### config.mk
export PLATFORM = sky130hd
export DESIGN_NAME = is_uart_rx_ctrl
export DESIGN_NICKNAME = d
export VERILOG_FILES = /design/src/rtl/is_uart_rx_ctrl_pkg.sv /design/src/rtl/is_uart_rx_fifo.sv /design/src/rtl/is_uart_rx_ctrl.sv
export SDC_FILE = /design/constraint.sdc
export NUM_CORES = 1
export LEC_CHECK = 0
export BUFFER_PORTS_ARGS = -buffer_cell sky130_fd_sc_hd__buf_4
export CAP_MARGIN = 20
export CORE_MARGIN = 2
export CORE_UTILIZATION = 60
export CTS_CLUSTER_DIAMETER = 120
export CTS_CLUSTER_SIZE = 28
export DETAILED_ROUTE_END_ITERATION = 10
export PLACE_DENSITY = 0.8
export SLEW_MARGIN = 10
export SYNTH_ARGS = -nofsm -noshare
export SYNTH_HDL_FRONTEND = slang
export SYNTH_SLANG_ARGS = --single-unit
### constraint.sdc
create_clock -name clk_i -period 3.9 [get_ports clk_i]
set_clock_uncertainty 0.15 [all_clocks]
set_input_delay 1.17 -clock clk_i [delete_from_list [all_inputs] [get_ports clk_i]]
set_output_delay 1.17 -clock clk_i [all_outputs]
set_load 0.01 [all_outputs]
### src/rtl/is_uart_rx_ctrl_pkg.sv
// Shared types and constants for the UART receive controller slice.
package is_pkg_uart_controller;

  // Width of the baud divider counter; the divisor must fit below 2**16.
  localparam int BAUD_CNT_W = 16;

  // One received frame as stored in the FIFO.
  typedef struct packed {
    logic       ferr;
    logic [7:0] data;
  } rx_entry_t;

  // Clocks per bit, rounded to nearest.
  function automatic int baud_div(input int clk_hz, input int baud);
    return (clk_hz + baud / 2) / baud;
  endfunction

endpackage

### src/rtl/is_uart_rx_fifo.sv
// Generic synchronous FIFO with registered head (no fall-through).
// A push on a full FIFO is dropped unless a pop happens in the same cycle.
module is_uart_rx_fifo
  import is_pkg_uart_controller::*;
#(
  parameter int  DEPTH = 8,
  parameter type T     = rx_entry_t
) (
  input  logic                     clk_i,
  input  logic                     rst_i,
  input  logic                     push_i,
  input  T                         din_i,
  input  logic                     pop_i,
  output T                         dout_o,
  output logic                     valid_o,
  output logic                     full_o,
  output logic [$clog2(DEPTH):0]   level_o
);

  localparam int AW = $clog2(DEPTH);

  T               mem_q [DEPTH];
  T               mem_d [DEPTH];
  T               head_q, head_d;
  logic [AW-1:0]  wr_q, wr_d;
  logic [AW-1:0]  rd_q, rd_d;
  logic [AW:0]    cnt_q, cnt_d;
  logic           pop_ok;
  logic           push_ok;
  logic           full;

  // Next-state for storage, pointers, occupancy and registered head.
  always_comb begin
    full    = (cnt_q == (AW+1)'(DEPTH));
    pop_ok  = pop_i & (cnt_q != '0);
    push_ok = push_i & (~full | pop_ok);
    mem_d   = mem_q;
    if (push_ok) mem_d[wr_q] = din_i;
    wr_d    = wr_q + AW'(push_ok);
    rd_d    = rd_q + AW'(pop_ok);
    cnt_d   = cnt_q + (AW+1)'(push_ok) - (AW+1)'(pop_ok);
    // Head tracks the entry at the next read pointer, including a word
    // written this very cycle; it holds its old value once empty.
    head_d  = head_q;
    if (cnt_d != '0) head_d = mem_d[rd_d];
  end

  // State registers, cleared asynchronously.
  always_ff @(posedge clk_i or negedge rst_i) begin
    if (!rst_i) begin
      for (int i = 0; i < DEPTH; i++) mem_q[i] <= '0;
      head_q <= '0;
      wr_q   <= '0;
      rd_q   <= '0;
      cnt_q  <= '0;
    end else begin
      mem_q  <= mem_d;
      head_q <= head_d;
      wr_q   <= wr_d;
      rd_q   <= rd_d;
      cnt_q  <= cnt_d;
    end
  end

  assign dout_o  = head_q;
  assign valid_o = (cnt_q != '0);
  assign full_o  = full;
  assign level_o = cnt_q;

endmodule

### src/rtl/is_uart_rx_ctrl.sv
// UART receive sequencer: rxd synchroniser, mid-bit sample strobe for the
// receive FSM, and a frame FIFO with frame-error / overflow status.
module is_uart_rx_ctrl
  import is_pkg_uart_controller::*;
#(
  parameter int CLK_HZ      = 50_000_000,
  parameter int BAUD        = 115_200,
  parameter int FIFO_DEPTH  = 8,
  parameter int SYNC_STAGES = 2
) (
  input  logic                          clk_i,
  input  logic                          rst_i,
  input  logic                          rxd_i,
  output logic                          rxd_rg_o,
  output logic                          rx_ce_o,
  input  logic                          rxct_r_i,
  input  logic                          rx_data_en_i,
  input  logic [9:0]                    rx_data_t_i,
  output logic [7:0]                    m_data_o,
  output logic                          m_ferr_o,
  output logic                          m_valid_o,
  input  logic                          m_ready_i,
  output logic [$clog2(FIFO_DEPTH):0]   level_o,
  output logic                          ovf_o,
  input  logic                          ovf_clr_i,
  output logic [7:0]                    ferr_cnt_o
);

  localparam int DIV_I = baud_div(CLK_HZ, BAUD);
  localparam logic [BAUD_CNT_W-1:0] DIV_M1  = BAUD_CNT_W'(DIV_I - 1);
  localparam logic [BAUD_CNT_W-1:0] HALF_M1 = BAUD_CNT_W'(DIV_I / 2 - 1);

  // ---------------------------------------------------------------- sync
  logic [SYNC_STAGES-1:0] sync_q, sync_d;

  // Shift the raw pin through the synchroniser chain.
  always_comb begin
    sync_d = {sync_q[SYNC_STAGES-2:0], rxd_i};
  end

  // Synchroniser flops, idle-high at reset.
  always_ff @(posedge clk_i or negedge rst_i) begin
    if (!rst_i) sync_q <= '1;
    else        sync_q <= sync_d;
  end

  assign rxd_rg_o = sync_q[SYNC_STAGES-1];

  // ---------------------------------------------------------------- baud
  logic [BAUD_CNT_W-1:0] cnt_q, cnt_d;
  logic                  first_q, first_d;
  logic                  ce_q, ce_d;
  logic                  hit;

  // Count while a frame is in progress; first strobe after half a bit
  // (start-bit centre), then one per bit. Idle aborts the count at once.
  always_comb begin
    cnt_d   = cnt_q;
    first_d = first_q;
    ce_d    = 1'b0;
    hit     = first_q ? (cnt_q == HALF_M1) : (cnt_q == DIV_M1);
    if (rxct_r_i) begin
      cnt_d   = '0;
      first_d = 1'b1;
    end else if (hit) begin
      ce_d    = 1'b1;
      cnt_d   = '0;
      first_d = 1'b0;
    end else begin
      cnt_d   = cnt_q + 1'b1;
    end
  end

  // Baud counter registers; the strobe is registered.
  always_ff @(posedge clk_i or negedge rst_i) begin
    if (!rst_i) begin
      cnt_q   <= '0;
      first_q <= 1'b1;
      ce_q    <= 1'b0;
    end else begin
      cnt_q   <= cnt_d;
      first_q <= first_d;
      ce_q    <= ce_d;
    end
  end

  assign rx_ce_o = ce_q;

  // ---------------------------------------------------------------- capture
  rx_entry_t push_ent;
  rx_entry_t head_ent;
  logic      fifo_full;
  logic      pop;
  logic      drop;
  logic      ovf_q, ovf_d;
  logic [7:0] ferr_cnt_q, ferr_cnt_d;
  logic      unused_parity;

  // Parity is checked by the FSM, not here.
  assign unused_parity = rx_data_t_i[8];

  assign push_ent.ferr = rx_data_t_i[9];
  assign push_ent.data = rx_data_t_i[7:0];
  assign pop           = m_valid_o & m_ready_i;
  assign drop          = rx_data_en_i & fifo_full & ~pop;

  // Sticky overflow (a new drop beats a clear) and saturating error count.
  always_comb begin
    ovf_d = ovf_q;
    if (ovf_clr_i) ovf_d = 1'b0;
    if (drop)      ovf_d = 1'b1;
    ferr_cnt_d = ferr_cnt_q;
    if (rx_data_en_i && rx_data_t_i[9] && ferr_cnt_q != 8'hFF)
      ferr_cnt_d = ferr_cnt_q + 8'd1;
  end

  // Status registers.
  always_ff @(posedge clk_i or negedge rst_i) begin
    if (!rst_i) begin
      ovf_q      <= 1'b0;
      ferr_cnt_q <= '0;
    end else begin
      ovf_q      <= ovf_d;
      ferr_cnt_q <= ferr_cnt_d;
    end
  end

  assign ovf_o      = ovf_q;
  assign ferr_cnt_o = ferr_cnt_q;

  is_uart_rx_fifo #(
    .DEPTH (FIFO_DEPTH),
    .T     (rx_entry_t)
  ) u_fifo (
    .clk_i   (clk_i),
    .rst_i   (rst_i),
    .push_i  (rx_data_en_i),
    .din_i   (push_ent),
    .pop_i   (m_ready_i),
    .dout_o  (head_ent),
    .valid_o (m_valid_o),
    .full_o  (fifo_full),
    .level_o (level_o)
  );

  assign m_data_o = head_ent.data;
  assign m_ferr_o = head_ent.ferr;

endmodule

Word level (Yosys, flattened, before mapping)
Index checks and enable logic that the tools add are counted.
{"block": "op_classes", "n_eq_ne": 4, "n_div": 0, "add_sub_neg": 6, "n_shift": 0, "multipliers": 0, "order_cmp": 3, "bitwise": 9, "muxes": 16, "n_reduce_logical": 7}
{"cell": "bitwise mux 72 bit", "n": 1}
{"cell": "2-to-1 mux 72 bit", "n": 1}
{"cell": "2-to-1 mux 16 bit", "n": 2}
{"cell": "binary-select mux 9 bit (select 3 bit)", "n": 1}
{"cell": "demux 9 bit (select 3 bit)", "n": 1}
{"cell": "2-to-1 mux 9 bit", "n": 3}
{"cell": "adder 16 x 1 -> 16 bit (second input constant)", "n": 1}
{"cell": "== test 16 x 8 -> 1 bit (second input constant)", "n": 1}
{"cell": "== test 16 x 9 -> 1 bit (second input constant)", "n": 1}
{"cell": "adder 8 x 1 -> 8 bit (second input constant)", "n": 1}
{"cell": ">= comparator 4 bit (second input constant)", "n": 2}
{"cell": "!= test 8 bit (second input constant)", "n": 1}
{"cell": "inverter 3 -> 4 bit", "n": 2}
{"cell": "nonzero test 4 bit", "n": 2}
{"cell": "2-to-1 mux 1 bit", "n": 7}
{"cell": "adder 3 x 1 -> 3 bit", "n": 2}
{"cell": "adder 4 x 1 -> 4 bit", "n": 1}
{"cell": "AND 1 bit", "n": 4}
{"cell": "== test 4 bit (second input constant)", "n": 1}
{"cell": "less-than comparator 4 x 1 -> 1 bit (second input constant)", "n": 1}
{"cell": "nonzero test 2 bit", "n": 2}
{"cell": "subtractor 4 x 1 -> 4 bit", "n": 1}
{"cell": "logical AND 1 bit", "n": 3}
{"cell": "inverter 1 bit", "n": 2}
{"cell": "bitwise OR 1 bit", "n": 1}
{"block": "word_totals", "output_inout_bits": 25, "memories": 0, "latchBits": 0, "ff_bits": 120, "ram_bits": 0, "elab_cells": 72, "romBits": 0}

Logic depth before layout (Yosys ltp)
{"block": "depth", "ltp_word": 10, "depth_mapped": 16}

Modules after synthesis
A second synthesis with hierarchy kept.
{"block": "unflattened", "hier_cells": 446, "hier_area_um2": 5654.2}
{"mod": "is_uart_rx_fifo", "instances": 1, "cells_per_inst": 318, "area_each_um2": 4270.3}
{"mod": "is_uart_rx_ctrl", "instances": 1, "cells_per_inst": 128, "area_each_um2": 1383.8}

Worst setup path after synthesis
Ideal clock, no wire load.
{"block": "synth_path", "path_kind": "input port to flip-flop", "startpoint": "input m_ready_i", "endpoint": "register u_fifo.head_q (netlist bit u_fifo.dout_o[6])", "path_buffers": 2, "arrival_ps": 3713, "cell_stages": 14, "slack_ps": -58, "path_cell_list": "and2b_1 > buf_2 > nor2_2 > nor2b_1 > ha_1 > inv_1 > fa_1 > nand2b_1 > a2111oi_0 > nor2_1 > clkbuf_1 > nand3_2 > o22ai_1 > nor4b_2"}
{"block": "synth_between", "elab_chain_len": 7}
{"item": "start, declared", "line": "is_uart_rx_ctrl.sv:22", "rtl": "input logic m_ready_i,"}
{"item": "AND 1 bit (*)", "line": "is_uart_rx_fifo.sv:35", "rtl": "pop_ok = pop_i & (cnt_q != '0);"}
{"item": "branches (longest 6 deep; another with adder 4 x 1 -> 4 bit)"}
{"item": "end signal, assigned", "line": "is_uart_rx_fifo.sv:52", "rtl": "head_q <= '0;"}
{"item": "end signal, assigned", "line": "is_uart_rx_fifo.sv:58", "rtl": "head_q <= head_d;"}
{"item": "end, declared", "line": "is_uart_rx_fifo.sv:24", "rtl": "T head_q, head_d;"}
Every way passes the cells marked *. The select of a mux whose other input is x is not followed.
A chain may end at the register's enable or synchronous reset.

Worst setup path after layout
{"block": "layout_path", "startpoint": "register u_fifo.cnt_q[2] (netlist: u_fifo.level_o[2])", "endpoint": "register u_fifo.head_q (netlist bit u_fifo.dout_o[4])"}
{"block": "layout_between", "elab_chain_len": 8}
{"item": "start, declared", "line": "is_uart_rx_fifo.sv:27", "rtl": "logic [AW:0] cnt_q, cnt_d;"}
{"item": "start signal, assigned", "line": "is_uart_rx_fifo.sv:61", "rtl": "cnt_q <= cnt_d;"}
{"item": "branches (longest 8 deep; another with adder 4 x 1 -> 4 bit)"}
Several ways; the timed one is not identified. The select of a mux whose other input is x is not followed.

==> impl_results.md <==
* Status: finished clean
* Port Buffers at 40
* Clock latency on the worst-skew pair at 0.51 ns
* DRT Wirelength at 12460 um
* Initial antenna violation count at 0
* Tmin final at 3.660 ns
* Top sig layer: met4
* Slew headroom at 39.73%
* Mapped Area at 5558 um2
* Min-delay worst type: reg -> reg
* Critical Path Sink Type: register
* Post-Syn Instances at 444
* Initial DRC Count at 329
* Placeable core area at 9109 um2
* Die height at 100.2 um
* Main synth FF type: dfrtp_1
* Static Leakage at 3.011 nW
* Fill count at 569
* Sequential share of the synthesized area at 54.10%
* Max-cap viol count at 0
* Mean Syn Cell Area at 12.52 um2
* Num ports at 42
* Diodes inserted at 0
* Max Fclk at 273.2 MHz
* Die ar. at 10050 um2
* Via density at 6.142
* Commonest non-fill, non-tap cell in the layout: dfrtp_1
* Worst R2R Setup Slack at 0.24 ns
* Slew at the pin closest to its max-slew limit at 0.9041 ns
* TritonCTS Buffers at 17
* RePlAce Congestion at 0.8539
* Sum of negative setup slack at 0 ns
* Cts hold-fix bufs at 0
* Share of post-route cells with drive strength above 1 at 38.74%
* Die X-Extent at 100.2 um
* Most frequent cells in the layout: 117 x dfrtp_1, 81 x mux2_2, 61 x buf_4
* Post-Syn Nets at 472
* Total grt overflow at 0
* Initial Util at 61.02%
* GRT Total Usage at 26.65%
* NumNets Final at 539
* Via count at 3900
* Max Buffers Root-to-Sink at 2
* Setup WS post-layout at 0.2397 ns
* Max-slew violation count at 0
* Clk pin slew, worst setup/hold paths at 0.06 ns
* Share of the synthesized area in the top cell type at 52.68%
* DR DRC count at 0
* Layout area overhead at 22.53%
* Critical Path RT at 4.13 ns
* CTS tree: built
* Final Cycle Share at 93.86%
* Met3 wire length at 536 um
* Wirelength per Cell at 19.62 um
* Sink Count at 120
* Final setup viols at 0
* CP arrival at 3.89 ns
* Worst Hold Path EP: sync_q[1]$_DFF_PN1_
* Largest net degree at the start of global routing at 73
* Largest area contributor in the netlist: dfrtp_1
* Setup WS pre-CTS at -0.4539 ns
* Yosys warns at 0
* Final hold vios at 0
* Num rows at 35
* Metal1 wirelength at 5231 um
* Number of synthesized flops with an enable pin at 0
* H-tree levels at 4
* First-pass GRT wire length at 20280 um
* CP max FO at 9
* Antenna-violating nets left at 0
* DRT Pass-1 Iters at 5
* Final HPWL DP at 7977 um
* CTS root buf: clkbuf_8
* Vias in the first global route at 4045
* Flops & latches, synth at 120
* Asr flop ratio synth at 100.0%
* Hold_ws at 0.2049 ns
* Hold path depth at 0
* Synth cell types at 51
* Met2 routed WL at 6326 um
* Synth top area cells: dfrtp_1 53%, mux2_2 16%, ha_1 2.3%
* WS Path Type: reg -> reg
* R2R Path End: u_fifo.dout_o[4]$_DFFE_PN0P_
* PD cells at 932.8 nW/um2
* Reg2reg path depth at 14
* Peak VDD IR at 0.5269 mV
* Crit start category: register
* RSZ-0062 raised after global routing: false
* Reg-to-reg startpoint: u_fifo.level_o[2]$_DFF_PN0_
* Worst Hold Launch: sync_q[0]$_DFF_PN1_
==> registers in the layout, summed over array words and instances, names as in the netlist <==
name,count
sync_q,2
cnt_q,16
ferr_cnt_o,8
first_q,1
u_fifo.rd_q,3
u_fifo.wr_q,3
u_fifo.dout_o,9
u_fifo.mem_q,72
u_fifo.level_o,4
ovf_o,1
rx_ce_o,1
==> power breakdown <==
group	internal [W]	total [W]	switching (W)
registers	0.00178	0.00206	0.000281
logic	0.00135	0.00271	0.00137
clock network	0.00101	0.00158	0.000570
total	0.00414	0.00635	0.00222
==> synth_stat cells (8+ instances only) <==
library cell,count
nand2_1,15
nand3_1,14
ha_1,10
xor2_1,13
inv_1,13
nor2b_1,10
nor2_1,32
o22ai_1,9
a21oi_1,12
clkbuf_1,9
a221o_1,9
a222oi_1,8
dfrtp_1,117
xnor2_1,14
mux2_2,81
==> final cells by class <==
type	count	area (um2)	area share, %
well taps	111	138.9	2.039
clock buffers	19	441.7	6.485
flip-flops and latches	120	3007	44.15
clock inverters	13	166.4	2.444
inverters	13	48.80	0.7165
repair buffers	63	498.0	7.312
multi-input cells	296	2510	36.85
==> worst max-delay path, cell delays in order, from the launching register on <==
cell and delay [ns]:
dfrtp_1 0.37, inv_1 0.11, ha_1 0.21, or3b_4 0.43, nand3_1 0.11, o21ai_0 0.09, ha_1 0.22, inv_1 0.09
fa_1 0.46, nand2b_1 0.15, a2111oi_4 0.08, or3_4 0.45, a221o_1 0.28, a21oi_1 0.23, nor4_1 0.09
==> worst max path at each step <==
stage	startpoint	to	slack, ns	depth (start not counted)
3_3_place_gp	m_ready_i	u_fifo.dout_o[0]$_DFFE_PN0P_	-0.29	14
6_report	u_fifo.level_o[2]$_DFF_PN0_	u_fifo.dout_o[4]$_DFFE_PN0P_	0.24	14
2_1_floorplan	m_ready_i	u_fifo.dout_o[6]$_DFFE_PN0P_	0.01	14
5_1_grt	u_fifo.level_o[2]$_DFF_PN0_	u_fifo.dout_o[7]$_DFFE_PN0P_	0.003	15
3_5_place_dp	m_ready_i	u_fifo.dout_o[4]$_DFFE_PN0P_	-0.45	14
4_1_cts	u_fifo.level_o[2]$_DFF_PN0_	u_fifo.dout_o[4]$_DFFE_PN0P_	0.08	15
==> per-layer routing <==
layer	track usage [%]	up-vias
li1	-	1752
met1	34.19	1996
met2	43.06	122
met3	5.292	30
met4	14.01	0
met5	0	-
==> metrics by stage <==
stage | instances | power (W) | utilization (%) | cell area [um2]
global route | 635 | 0.006707 | 74.77 | 6810
global placement | 603 | 0.004459 | 67.35 | 6135
floorplan | 444 | 0.003722 | - | 5562
CTS | 635 | 0.006251 | 74.13 | 6753
detailed placement | 603 | 0.004597 | 67.35 | 6135
finish | 635 | 0.006353 | 74.77 | 6810
==> kinds of logic after synthesis <==
logic type / after synthesis / share of synthesized area (%)
AND/OR/NAND/NOR: 121 / 12.72
buffers and inverters: 28 / 2.003
flip-flops: 120 / 54.10
multiplexers: 81 / 16.41
AO/OA/AOI/OAI: 56 / 7.902
adder cells (fa/ha/maj): 11 / 2.611
XOR/XNOR: 27 / 4.255
==> timing repair <==
action / in CTS / in global routing
pin swaps: 0 / 1
cloned: 0 / 0
buffers inserted: 0 / 0
setup endpoints to repair: 9 / 9
gates resized for setup: 2 / 10
Power figures use the tool's default switching activity.
